## src/rtl/mmio_timer_pkg.sv

```systemverilog
// Shared constants for the mmio_timer peripheral: register offsets inside
// the 32-byte window, CTRL/STATUS bit positions, the response FSM state
// encoding, and the read-data pattern returned on a decode miss when the
// MMIO_TIMER_ERR_EN build option is on.
package mmio_timer_pkg;

    localparam logic [4:0] OFF_CTRL     = 5'h00;
    localparam logic [4:0] OFF_PRESCALE = 5'h04;
    localparam logic [4:0] OFF_COUNT    = 5'h08;
    localparam logic [4:0] OFF_COMPARE  = 5'h0C;
    localparam logic [4:0] OFF_STATUS   = 5'h10;

    localparam int CTRL_ENABLE_BIT      = 0;
    localparam int CTRL_AUTO_RELOAD_BIT = 1;
    localparam int CTRL_IRQ_EN_BIT      = 2;
    localparam int STATUS_MATCH_BIT     = 0;

    localparam logic [31:0] ERR_RDATA = 32'hDEAD_BEEF;

    typedef enum logic {
        ST_IDLE = 1'b0,
        ST_RESP = 1'b1
    } rsp_state_e;

endpackage

```

## src/rtl/mmio_timer_prescaler.sv

```systemverilog
// Prescaler for mmio_timer. Produces one tick every (prescale+1) enabled
// cycles, or follows the step pulse in debug mode.
// Ports:
//   clk, rst    system clock, synchronous active-high reset
//   enable      timer enable (CTRL.enable)
//   debug_mode  1 = tick follows step, prescaler holds
//   step        single-cycle step pulse
//   prescale    current PRESCALE register value
//   clear       restart the prescale period (PRESCALE write)
//   tick        counter advance strobe
//
// Implemented as a down-counter with a terminal-count compare. load_q marks
// "period restarted": the remaining count is then taken from the live
// prescale value, so a PRESCALE write takes effect in the very next cycle.
module mmio_timer_prescaler #(
    parameter int PRESCALE_W = 16
) (
    input  logic                  clk,
    input  logic                  rst,
    input  logic                  enable,
    input  logic                  debug_mode,
    input  logic                  step,
    input  logic [PRESCALE_W-1:0] prescale,
    input  logic                  clear,
    output logic                  tick
);

    logic [PRESCALE_W-1:0] remain_q, remain_d;
    logic                  load_q, load_d;
    logic [PRESCALE_W-1:0] remain_eff;

    always_comb begin
        remain_eff = load_q ? prescale : remain_q;
        remain_d   = remain_q;
        load_d     = load_q;
        tick       = 1'b0;
        if (enable) begin
            if (debug_mode) begin
                tick = step;
            end else if (remain_eff == '0) begin
                tick   = 1'b1;
                load_d = 1'b1;
            end else begin
                remain_d = remain_eff - PRESCALE_W'(1);
                load_d   = 1'b0;
            end
        end
        if (clear || !enable) begin
            load_d = 1'b1;
        end
    end

    always_ff @(posedge clk) begin
        if (rst) begin
            remain_q <= '0;
            load_q   <= 1'b1;
        end else begin
            remain_q <= remain_d;
            load_q   <= load_d;
        end
    end

endmodule

```

## src/rtl/mmio_timer.sv

```systemverilog
// Memory-mapped timer responder. Decodes a 32-byte register window at
// BASE_ADDR, answers every request through a one-entry response stage, and
// runs a prescaled 32-bit counter with compare match and interrupt.
// Ports:
//   clk, rst                         clock, synchronous active-high reset
//   req_valid/req_ready/req_we/
//   req_addr/req_wdata               request channel
//   rsp_valid/rsp_ready/rsp_rdata/
//   rsp_err                          response channel
//   debug_mode, step                 counter follows step when debug_mode=1
//   irq                              STATUS.match & CTRL.irq_en, registered
// Build option: MMIO_TIMER_ERR_EN -- when defined, a decode miss returns
// rsp_err=1 with rsp_rdata=32'hDEAD_BEEF; otherwise misses read 0 and
// rsp_err is tied low. Writes that miss are always dropped.
//
// Response FSM:
//   state | meaning
//   IDLE  | ready for a request; register access happens on acceptance
//   RESP  | response held until rsp_ready
module mmio_timer
    import mmio_timer_pkg::*;
#(
    parameter logic [31:0] BASE_ADDR  = 32'hF000_0100,
    parameter int          PRESCALE_W = 16
) (
    input  logic        clk,
    input  logic        rst,
    input  logic        req_valid,
    output logic        req_ready,
    input  logic        req_we,
    input  logic [31:0] req_addr,
    input  logic [31:0] req_wdata,
    output logic        rsp_valid,
    input  logic        rsp_ready,
    output logic [31:0] rsp_rdata,
    output logic        rsp_err,
    input  logic        debug_mode,
    input  logic        step,
    output logic        irq
);

    rsp_state_e            state_q, state_d;
    logic [2:0]            ctrl_q, ctrl_d;
    logic [PRESCALE_W-1:0] prescale_q, prescale_d;
    logic [31:0]           count_q, count_d;
    logic [31:0]           compare_q, compare_d;
    logic                  match_q, match_d;
    logic                  irq_q, irq_d;
    logic [31:0]           rdata_q, rdata_d;
`ifdef MMIO_TIMER_ERR_EN
    logic                  err_q, err_d;
`endif

    logic        tick;
    logic        presc_clear;
    logic        hit;
    logic        accept;
    logic        wr;
    logic        match_set;
    logic [4:0]  offset;
    logic [31:0] rd_val;

    assign offset = req_addr[4:0];
    assign hit    = (req_addr[31:5] == BASE_ADDR[31:5]) &&
                    (offset <= OFF_STATUS) && (req_addr[1:0] == 2'b00);
    assign accept = (state_q == ST_IDLE) && req_valid;
    assign wr     = accept && req_we && hit;

    mmio_timer_prescaler #(.PRESCALE_W(PRESCALE_W)) u_prescaler (
        .clk        (clk),
        .rst        (rst),
        .enable     (ctrl_q[CTRL_ENABLE_BIT]),
        .debug_mode (debug_mode),
        .step       (step),
        .prescale   (prescale_q),
        .clear      (presc_clear),
        .tick       (tick)
    );

    // Reads see register values from before this cycle's update.
    always_comb begin
        rd_val = '0;
        case (offset)
            OFF_CTRL:     rd_val = {29'b0, ctrl_q};
            OFF_PRESCALE: rd_val = 32'(prescale_q);
            OFF_COUNT:    rd_val = count_q;
            OFF_COMPARE:  rd_val = compare_q;
            OFF_STATUS:   rd_val = {31'b0, match_q};
            default:      rd_val = '0;
        endcase
    end

    always_comb begin
        ctrl_d      = ctrl_q;
        prescale_d  = prescale_q;
        count_d     = count_q;
        compare_d   = compare_q;
        match_d     = match_q;
        presc_clear = 1'b0;
        match_set   = 1'b0;

        if (tick) begin
            if (count_q == compare_q) begin
                match_set = 1'b1;
                count_d   = ctrl_q[CTRL_AUTO_RELOAD_BIT] ? 32'd0 : count_q + 32'd1;
            end else begin
                count_d = count_q + 32'd1;
            end
        end

        // Software writes override the tick update of the same register.
        if (wr) begin
            case (offset)
                OFF_CTRL:     ctrl_d = req_wdata[2:0];
                OFF_PRESCALE: begin
                    prescale_d  = req_wdata[PRESCALE_W-1:0];
                    presc_clear = 1'b1;
                end
                OFF_COUNT:    count_d   = req_wdata;
                OFF_COMPARE:  compare_d = req_wdata;
                OFF_STATUS:   if (req_wdata[STATUS_MATCH_BIT]) match_d = 1'b0;
                default:      ;
            endcase
        end

        // A fresh match beats a simultaneous W1C.
        if (match_set) begin
            match_d = 1'b1;
        end
        irq_d = match_d & ctrl_d[CTRL_IRQ_EN_BIT];
    end

    always_comb begin
        state_d   = state_q;
        rdata_d   = rdata_q;
        req_ready = (state_q == ST_IDLE);
        rsp_valid = (state_q == ST_RESP);
`ifdef MMIO_TIMER_ERR_EN
        err_d     = err_q;
`endif
        case (state_q)
            ST_IDLE: begin
                if (req_valid) begin
                    state_d = ST_RESP;
                    if (hit) begin
                        rdata_d = req_we ? 32'd0 : rd_val;
`ifdef MMIO_TIMER_ERR_EN
                        err_d   = 1'b0;
`endif
                    end else begin
`ifdef MMIO_TIMER_ERR_EN
                        rdata_d = ERR_RDATA;
                        err_d   = 1'b1;
`else
                        rdata_d = 32'd0;
`endif
                    end
                end
            end
            ST_RESP: begin
                if (rsp_ready) begin
                    state_d = ST_IDLE;
                end
            end
        endcase
    end

    always_ff @(posedge clk) begin
        if (rst) begin
            state_q    <= ST_IDLE;
            ctrl_q     <= '0;
            prescale_q <= '0;
            count_q    <= '0;
            compare_q  <= '0;
            match_q    <= 1'b0;
            irq_q      <= 1'b0;
            rdata_q    <= '0;
`ifdef MMIO_TIMER_ERR_EN
            err_q      <= 1'b0;
`endif
        end else begin
            state_q    <= state_d;
            ctrl_q     <= ctrl_d;
            prescale_q <= prescale_d;
            count_q    <= count_d;
            compare_q  <= compare_d;
            match_q    <= match_d;
            irq_q      <= irq_d;
            rdata_q    <= rdata_d;
`ifdef MMIO_TIMER_ERR_EN
            err_q      <= err_d;
`endif
        end
    end

    assign rsp_rdata = rdata_q;
    assign irq       = irq_q;
`ifdef MMIO_TIMER_ERR_EN
    assign rsp_err   = err_q;
`else
    assign rsp_err   = 1'b0;
`endif

endmodule

```

## config.mk

```make
export PLATFORM = sky130hd
export DESIGN_NAME = mmio_timer
export DESIGN_NICKNAME = d
export VERILOG_FILES = /design/src/rtl/mmio_timer_pkg.sv /design/src/rtl/mmio_timer_prescaler.sv /design/src/rtl/mmio_timer.sv
export SDC_FILE = /design/constraint.sdc
export NUM_CORES = 1
export LEC_CHECK = 0
export ABC_CLOCK_PERIOD_IN_PS = 4200
export BUFFER_PORTS_ARGS = -buffer_cell sky130_fd_sc_hd__buf_4
export CORE_ASPECT_RATIO = 1.4
export CORE_MARGIN = 8
export CORE_UTILIZATION = 58
export DETAILED_ROUTE_END_ITERATION = 10
export GPL_TIMING_DRIVEN = 1
export PLACE_DENSITY_LB_ADDON = 0.05
export SYNTH_ARGS = -nofsm -noshare
export SYNTH_HDL_FRONTEND = slang
export SYNTH_SLANG_ARGS = --single-unit
```

## constraint.sdc

```tcl
create_clock -name clk -period 4.2 [get_ports clk]
set_input_delay 0.42 -clock clk [delete_from_list [all_inputs] [get_ports clk]]
set_output_delay 0.42 -clock clk [all_outputs]
set_load 0.03 [all_outputs]
```

==> metrics.csv, run 1 <==
stage,metric,value,unit
synthesis,syn_area_per_cell,8.00,µm²
synthesis,predominant post-synthesis flop cell,dfxtp_1,
die,IO Pins,107,
drt,DRT Pass-1 Iters,5,
global_routing,met3 Use GR,4.72,%
sta,Fin Hold WS,259,ps
sta,Rel. slew slack,27.8,%
clocking,CTS max path bufs,2,
global_routing,busiest layer in global routing,met2,
sta,post-layout min period,3590,ps
setup_path,Critical Path Start Type,flip-flop,
synthesis,synthesized area,7260,µm²
clocking,post-CTS resize count,0,
clocking,post-cts hold buffer count,0,
clocking,total setup buffers inserted after CTS,0,
drt,DRT Wirelength,22500,µm
synthesis,Post-synth EDFFs,0,
setup_path,Critical Path RT,4520,ps
die,Starting Density,59.2,%
layout,"leading cell type in the layout, fill and taps excluded",dfxtp_1,
global_routing,grt met1 use,28.1,%
drt,vias per inst,6.30,
drt,initial drt markers,494,
setup_path,CP Max Fanout,30,
layout,FF/Latch Area,2700,µm²
drt,Routed Antenna Nets,0,
layout,share of cells above drive strength 1,17.5,%
sta,Post-Route Skew,10.9,ps
synthesis,Synth warnings,0,
drt,Wirelength per Cell,19.8,µm
layout,Multi-input gate area,4230,µm²
layout,nets,1049,
setup_path,Max stage delay on crit path,900,ps
setup_path,worst-path cell chain,buf_4 > nor4b_1 > o221a_2 > a41o_1 > buf_4 > and2_1 > nand4b_1 > a311oi_1,
die,Die Span Y,148,µm
setup_path,CP endpoint kind,flip-flop,
placement,input/output buffers,105,
drt,Post-route DRC,0,
run_status,status,"complete, no violations",
synthesis,post-synthesis sequential area ratio,37.2,%
pwr,Overall Power,0.00294,W
sta,worst-margin pin slew,1080,ps
global_routing,largest net degree at the start of global routing,84,
die,Core Area,12300,µm²
pwr,worst vdd ir,0.279,mV
layout,Finished Core Util,70.7,%
clocking,Worst-Skew Late Latency,420,ps
worst_hold_path,worst min path class,input pin to flip-flop,
setup_path,crit path DAT,3910,ps
synthesis,syn nets,981,
sta,Fmax,279,MHz
sta,final setup violating endpoints,0,
pwr,power density over the cells,339,nW/µm²
clocking,Root Driver,clkbuf_16,
clocking,CTS Sinks,135,
global_routing,vias in the first global route,7326,
setup_path,Crit Path Class,flip-flop to flip-flop,
sta,"Slew Viols, Final",0,
global_routing,GRT Total Usage,27.0,%
layout,diode count,0,
die,Die X,111,µm
drt,routed via count,7162,
clocking,TritonCTS buffer count,17,
synthesis,Unique masters post-synth,64,
layout,Fillers,1058,
global_routing,met2 usage,49.4,%
clocking,"CTS clk-pin slew, worst paths",60,ps
synthesis,Synth Instances,907,
die,num rows,48,
sta,RSZ-0062 raised after global routing,false,
global_routing,GRT overflow,0,
clocking,CTS tree,done,
synthesis,Synth async-reset ratio,0,%
pwr,P_leak,3.18,nW
synthesis,register bit total from synthesis,135,
die,die area,16400,µm²
layout,P&R area growth vs syn,19.4,%
setup_path,Worst Path Buf+Inv,2,
placement,HPWL Detailed,15900,µm
run,max_cap viols,0,
setup_path,"delay-heaviest family, CP",simple AND/OR/NAND/NOR gates,
sta,setup TNS,0,ps
clocking,Max H-tree Level,4,
layout,most frequent cells in the layout,"dfxtp_1, nand2_1, buf_4",
setup_path,CP max-delay cell,dfxtp_1,
global_routing,antenna violations before repair,0,
placement,gp weighted congestion,0.892,
sta,post-route clock period utilization,85.4,%
global_routing,first-pass GRT wire length,36600,µm
setup_path,CP dominant cell by count,buf_4,
sta,"Hold Vio Cnt, Final",0,
[final timing paths]
kind,from,cells after the start,endpoint,slack (ps)
setup / recovery,u_prescaler.load_q$_SDFFE_PP1P_,8,count_q[31]$_SDFF_PP0_,610
hold / removal,req_wdata[20],3,compare_q[20]$_SDFFE_PP0P_,260
hold reg to reg,compare_q[19]$_SDFFE_PP0P_,2,compare_q[19]$_SDFFE_PP0P_,480
setup reg to reg,u_prescaler.load_q$_SDFFE_PP1P_,8,count_q[31]$_SDFF_PP0_,610
[layer usage]
metal	part of all wire (%)	wire length, µm	vias to the layer above
li1	-	-	3403
met1	38	8550	3404
met2	53	11800	275
met3	4.9	1090	80
met4	4.5	1010	0
met5	0	0	-
[state kept, by name (all words and copies together) (netlist names)]
register              flops
u_prescaler.remain_q     16
compare_q                32
match_q                   1
prescale_q               16
rsp_rdata                32
u_prescaler.load_q        1
ctrl_q                    3
rsp_valid                 1
irq                       1
count_q                  32
[Yosys cell counts (5+ instances only)]
library cell | n | area share, %
nor2_1 | 82 | 4.2
clkbuf_1 | 63 | 3.3
nand2_1 | 131 | 6.8
a22oi_1 | 35 | 3.6
nor4_1 | 14 | 1.2
a22o_1 | 30 | 3.6
xnor2_1 | 44 | 5.3
and3_1 | 16 | 1.4
a211oi_1 | 27 | 2.8
mux2_2 | 14 | 2.2
a311oi_1 | 5 | 0.60
nand3_1 | 20 | 1.4
xor2_1 | 21 | 2.5
nand4_1 | 29 | 2.5
o21ai_0 | 24 | 1.7
mux2i_1 | 8 | 1.1
nor3_1 | 16 | 1.1
a21oi_1 | 67 | 4.6
nor4b_1 | 7 | 0.84
buf_2 | 5 | 0.34
inv_1 | 12 | 0.62
nor3b_1 | 15 | 1.6
and2_1 | 11 | 0.95
dfxtp_1 | 135 | 37
[final cells by class]
| type | count | area share (%) |
|---|---|---|
| inverter | 12 | 0.520 |
| multi-input combinational | 688 | 48.8 |
| tap | 150 | 2.17 |
| timing repair buffer | 121 | 10.5 |
| clock inverter | 12 | 1.76 |
| sequential | 135 | 31.2 |
| clock buffer | 18 | 5.07 |
[cells by family (layout without fill, tap and decap cells)]
| kind of cell | after synthesis | in the layout | share of synthesized area [%] |
|---|---|---|---|
| flops | 135 | 135 | 37.2 |
| simple gates | 371 | 371 | 25.1 |
| mux | 22 | 22 | 3.28 |
| buf+inv | 84 | 163 | 4.64 |
| compound gates | 226 | 226 | 21.3 |
| other cells | 1 | 1 | 0.0517 |
| fa+ha+maj | 3 | 3 | 0.517 |
| xor+xnor | 65 | 65 | 7.84 |
[report_power, final]
group / internal [W] / total, W / leakage, nW / switching (W)
sequential: 0.00128 / 0.00128 / 1.09 / 0.000000581
clock: 0.000942 / 0.00152 / 0.280 / 0.000579
combinational: 0.0000561 / 0.000135 / 1.81 / 0.0000786
[worst reg2reg max path, stage by stage (launching register included)]
cell and delay [ps]:
dfxtp_1 900, buf_4 420, nor4b_1 480, o221a_2 340, a41o_1 280, buf_4 330, and2_1 320, nand4b_1 150
a311oi_1 270
[stage by stage]
step	setup slack (ps)	instances	area, µm²
floorplan	772	907	7260
global placement	820	1106	8070
detailed placement	666	1106	8070
CTS	650	1136	8660
global route	269	1136	8660
finish	613	1136	8660
Power figures use the tool's default switching activity.
==> inputs of run 2 (changes only) <==
==> constraint.sdc (replaced) <==
create_clock -name clk -period 4.2 [get_ports clk]
set_input_delay 0.84 -clock clk [delete_from_list [all_inputs] [get_ports clk]]
set_output_delay 0.84 -clock clk [all_outputs]
set_load 0.03 [all_outputs]
==> run 2 against run 1 <==
  * Combinational power about the same
  * First-iteration DRC count increased by 13%
  * Sequential power about the same
  * Clock power about the same
  * Setup slack improved by 250 ps
  * Worst hold slack improved by 220 ps
  * Design area increased by 0.45%
  * Register-to-register slack improved by 250 ps
  * Critical path depth unchanged
  * Routed wire length decreased by 0.53%
  * Core utilization increased by 0.32 points
  * Largest cell class unchanged
  * Highest routed layer unchanged
==> metrics.csv, run 2 (synthesized netlist as in run 1, its figures left out) <==
stage,metric,value,unit,change
run_status,status,"complete, no violations",,
clocking,TritonCTS buffer count,17,,unchanged
global_routing,largest net degree at the start of global routing,75,,-11%
pwr,sequential power share,43.9,%,+0.3 points
pwr,Internal,0.00225,W,-1.3%
sta,RSZ-0062 raised after global routing,false,,
setup_path,CP Max Fanout,29,,-3.3%
layout,diode count,0,,unchanged
sta,worst-margin pin slew,877,ps,-202 ps
clocking,Worst-Skew Late Latency,420,ps,about the same
pwr,power density over the cells,335,nW/µm²,-1.1%
die,Die X,111,µm,unchanged
setup_path,Critical Path Start Type,flip-flop,,
pwr,worst vdd ir,0.204,mV,-27%
layout,share of cells above drive strength 1,17.9,%,+0.40 points
clocking,Max H-tree Level,4,,unchanged
die,die area,16400,µm²,unchanged
setup_path,CP endpoint kind,flip-flop,,
global_routing,GRT overflow,0,,unchanged
setup_path,crit path DAT,3670,ps,-240 ps
die,IO Pins,107,,unchanged
layout,fin area,8700,µm²,+0.45%
die,Core Area,12300,µm²,unchanged
drt,DRT Wirelength,22400,µm,-0.53%
layout,Layout Cells excl Fill,1142,,+0.53%
global_routing,vias in the first global route,7245,,-1.1%
clocking,CTS Sinks,135,,unchanged
clocking,post-CTS resize count,0,,unchanged
placement,HPWL Detailed,16100,µm,+1.6%
layout,Fillers,1028,,-2.8%
layout,FF/Latch Area,2700,µm²,unchanged
die,num rows,48,,unchanged
drt,vias per inst,6.22,,-1.3%
sta,setup TNS,0,ps,unchanged
setup_path,Critical Path RT,4530,ps,about the same
global_routing,GRT Total Usage,26.7,%,-0.34 points
layout,"leading cell type in the layout, fill and taps excluded",dfxtp_1,,
clocking,"CTS clk-pin slew, worst paths",60,ps,about the same
clocking,CTS max path bufs,2,,unchanged
layout,most frequent cells in the layout,"dfxtp_1, nand2_1, buf_4",,
drt,initial drt markers,556,,+13%
drt,Post-route DRC,0,,unchanged
layout,nets,1053,,+0.38%
pwr,Switching Power,0.000668,W,+1.5%
sta,post-route clock period utilization,79.5,%,-5.9 points
clocking,total setup buffers inserted after CTS,0,,unchanged
pwr,P_leak,3.20,nW,+0.70%
global_routing,first-pass GRT wire length,36100,µm,-1.2%
drt,routed via count,7107,,-0.77%
die,Starting Density,59.2,%,unchanged
placement,input/output buffers,105,,unchanged
sta,"Hold Vio Cnt, Final",0,,unchanged
sta,post-layout min period,3340,ps,-247 ps
sta,Fmax,299,MHz,+7.4%
placement,Placed Area,8100,µm²,+0.37%
clocking,post-cts hold buffer count,0,,unchanged
clocking,CTS tree,done,,
die,Die Span Y,148,µm,unchanged
pwr,clock power share,51.5,%,-0.3 points
placement,placed cells,1110,,+0.36%
clocking,Root Driver,clkbuf_16,,
placement,gp weighted congestion,0.914,,+2.4%
pwr,Comb pwr share,4.6,%,about the same
layout,Multi-input gate area,4230,µm²,unchanged
sta,final setup violating endpoints,0,,unchanged
drt,DRT Pass-1 Iters,5,,unchanged
worst_hold_path,worst min path class,flip-flop to flip-flop,,
drt,Routed Antenna Nets,0,,unchanged
drt,Wirelength per Cell,19.6,µm,-1.1%
layout,P&R area growth vs syn,19.9,%,
global_routing,antenna violations before repair,0,,unchanged
sta,"Slew Viols, Final",0,,unchanged
pwr,sw frac,22.9,%,+0.48 points
run,max_cap viols,0,,unchanged
setup_path,Crit Path Class,flip-flop to flip-flop,,
sta,Rel. slew slack,40.0,%,+12 points
sta,Post-Route Skew,8.92,ps,-2.01 ps
==> run 2: changes by cell type in the layout (fill, tap and decap cells not counted) <==
cell        previous run  this run
bufinv_16              3         2
buf_4                121       125
clkinv_4               0         5
clkbuf_1               0         1
clkinv_2               3         0
clkbuf_8               1         2
clkinvlp_4             4         3
==> run 2: layout make-up <==
| cell class | instances | share of cell area, % |
|---|---|---|
| Multi-Input combinational cell | 688 | 48.6 |
| Inverter | 12 | 0.518 |
| Clock buffer | 20 | 5.25 |
| Timing Repair Buffer | 125 | 10.8 |
| Clock inverter | 12 | 1.65 |
| Sequential cell | 135 | 31.1 |
| Tap cell | 150 | 2.16 |
==> run 2: power groups by stage <==
stage | combinational (W) | clock [W] | sequential [W]
2_1_floorplan | 0.0000530 | 0 | 0.00131
3_3_place_gp | 0.000130 | 0 | 0.00131
3_5_place_dp | 0.000133 | 0 | 0.00131
4_1_cts | 0.000133 | 0.00152 | 0.00128
5_1_grt | 0.000142 | 0.00156 | 0.00128
6_report | 0.000134 | 0.00150 | 0.00128
==> run 2: routing by layer <==
| metal | vias to the layer above | GRT usage, % | part of all wire, % |
|---|---|---|---|
| li1 | 3413 | - | - |
| met1 | 3390 | 28.0 | 38 |
| met2 | 229 | 49.1 | 53 |
| met3 | 75 | 4.76 | 4.5 |
| met4 | 0 | 15.0 | 4.2 |
| met5 | - | 0 | 0 |
==> run 2: worst paths after layout <==
kind                                              start                               endpoint  slack (ps)  cells past startpoint
hold / removal    u_prescaler.remain_q[12]$_SDFFE_PP0P_  u_prescaler.remain_q[12]$_SDFFE_PP0P_         480                      2
hold reg to reg   u_prescaler.remain_q[12]$_SDFFE_PP0P_  u_prescaler.remain_q[12]$_SDFFE_PP0P_         480                      2
setup reg to reg        u_prescaler.load_q$_SDFFE_PP1P_                 count_q[21]$_SDFF_PP0_         860                      8
setup / recovery        u_prescaler.load_q$_SDFFE_PP1P_                 count_q[21]$_SDFF_PP0_         860                      8
==> run 2: worst max-delay path: stages, from the launching register on <==
cell and delay, ps:
dfxtp_1 640, buf_4 370, or3b_1 380, a222oi_1 430
a41o_1 390, buf_4 310, nor4b_1 370, xnor2_1 110
a211oi_1 250
==> run 2: through the flow <==
step | hold slack [ps] | setup WS, ps | utilization (%) | power, W
after floorplan | 444 | 772 | - | 0.00136
after global placement | 460 | 1100 | 66.1 | 0.00144
after detailed placement | 461 | 886 | 66.1 | 0.00144
after CTS | 476 | 875 | 71.0 | 0.00293
after global routing | 485 | 613 | 71.0 | 0.00299
final | 475 | 860 | 71.0 | 0.00292
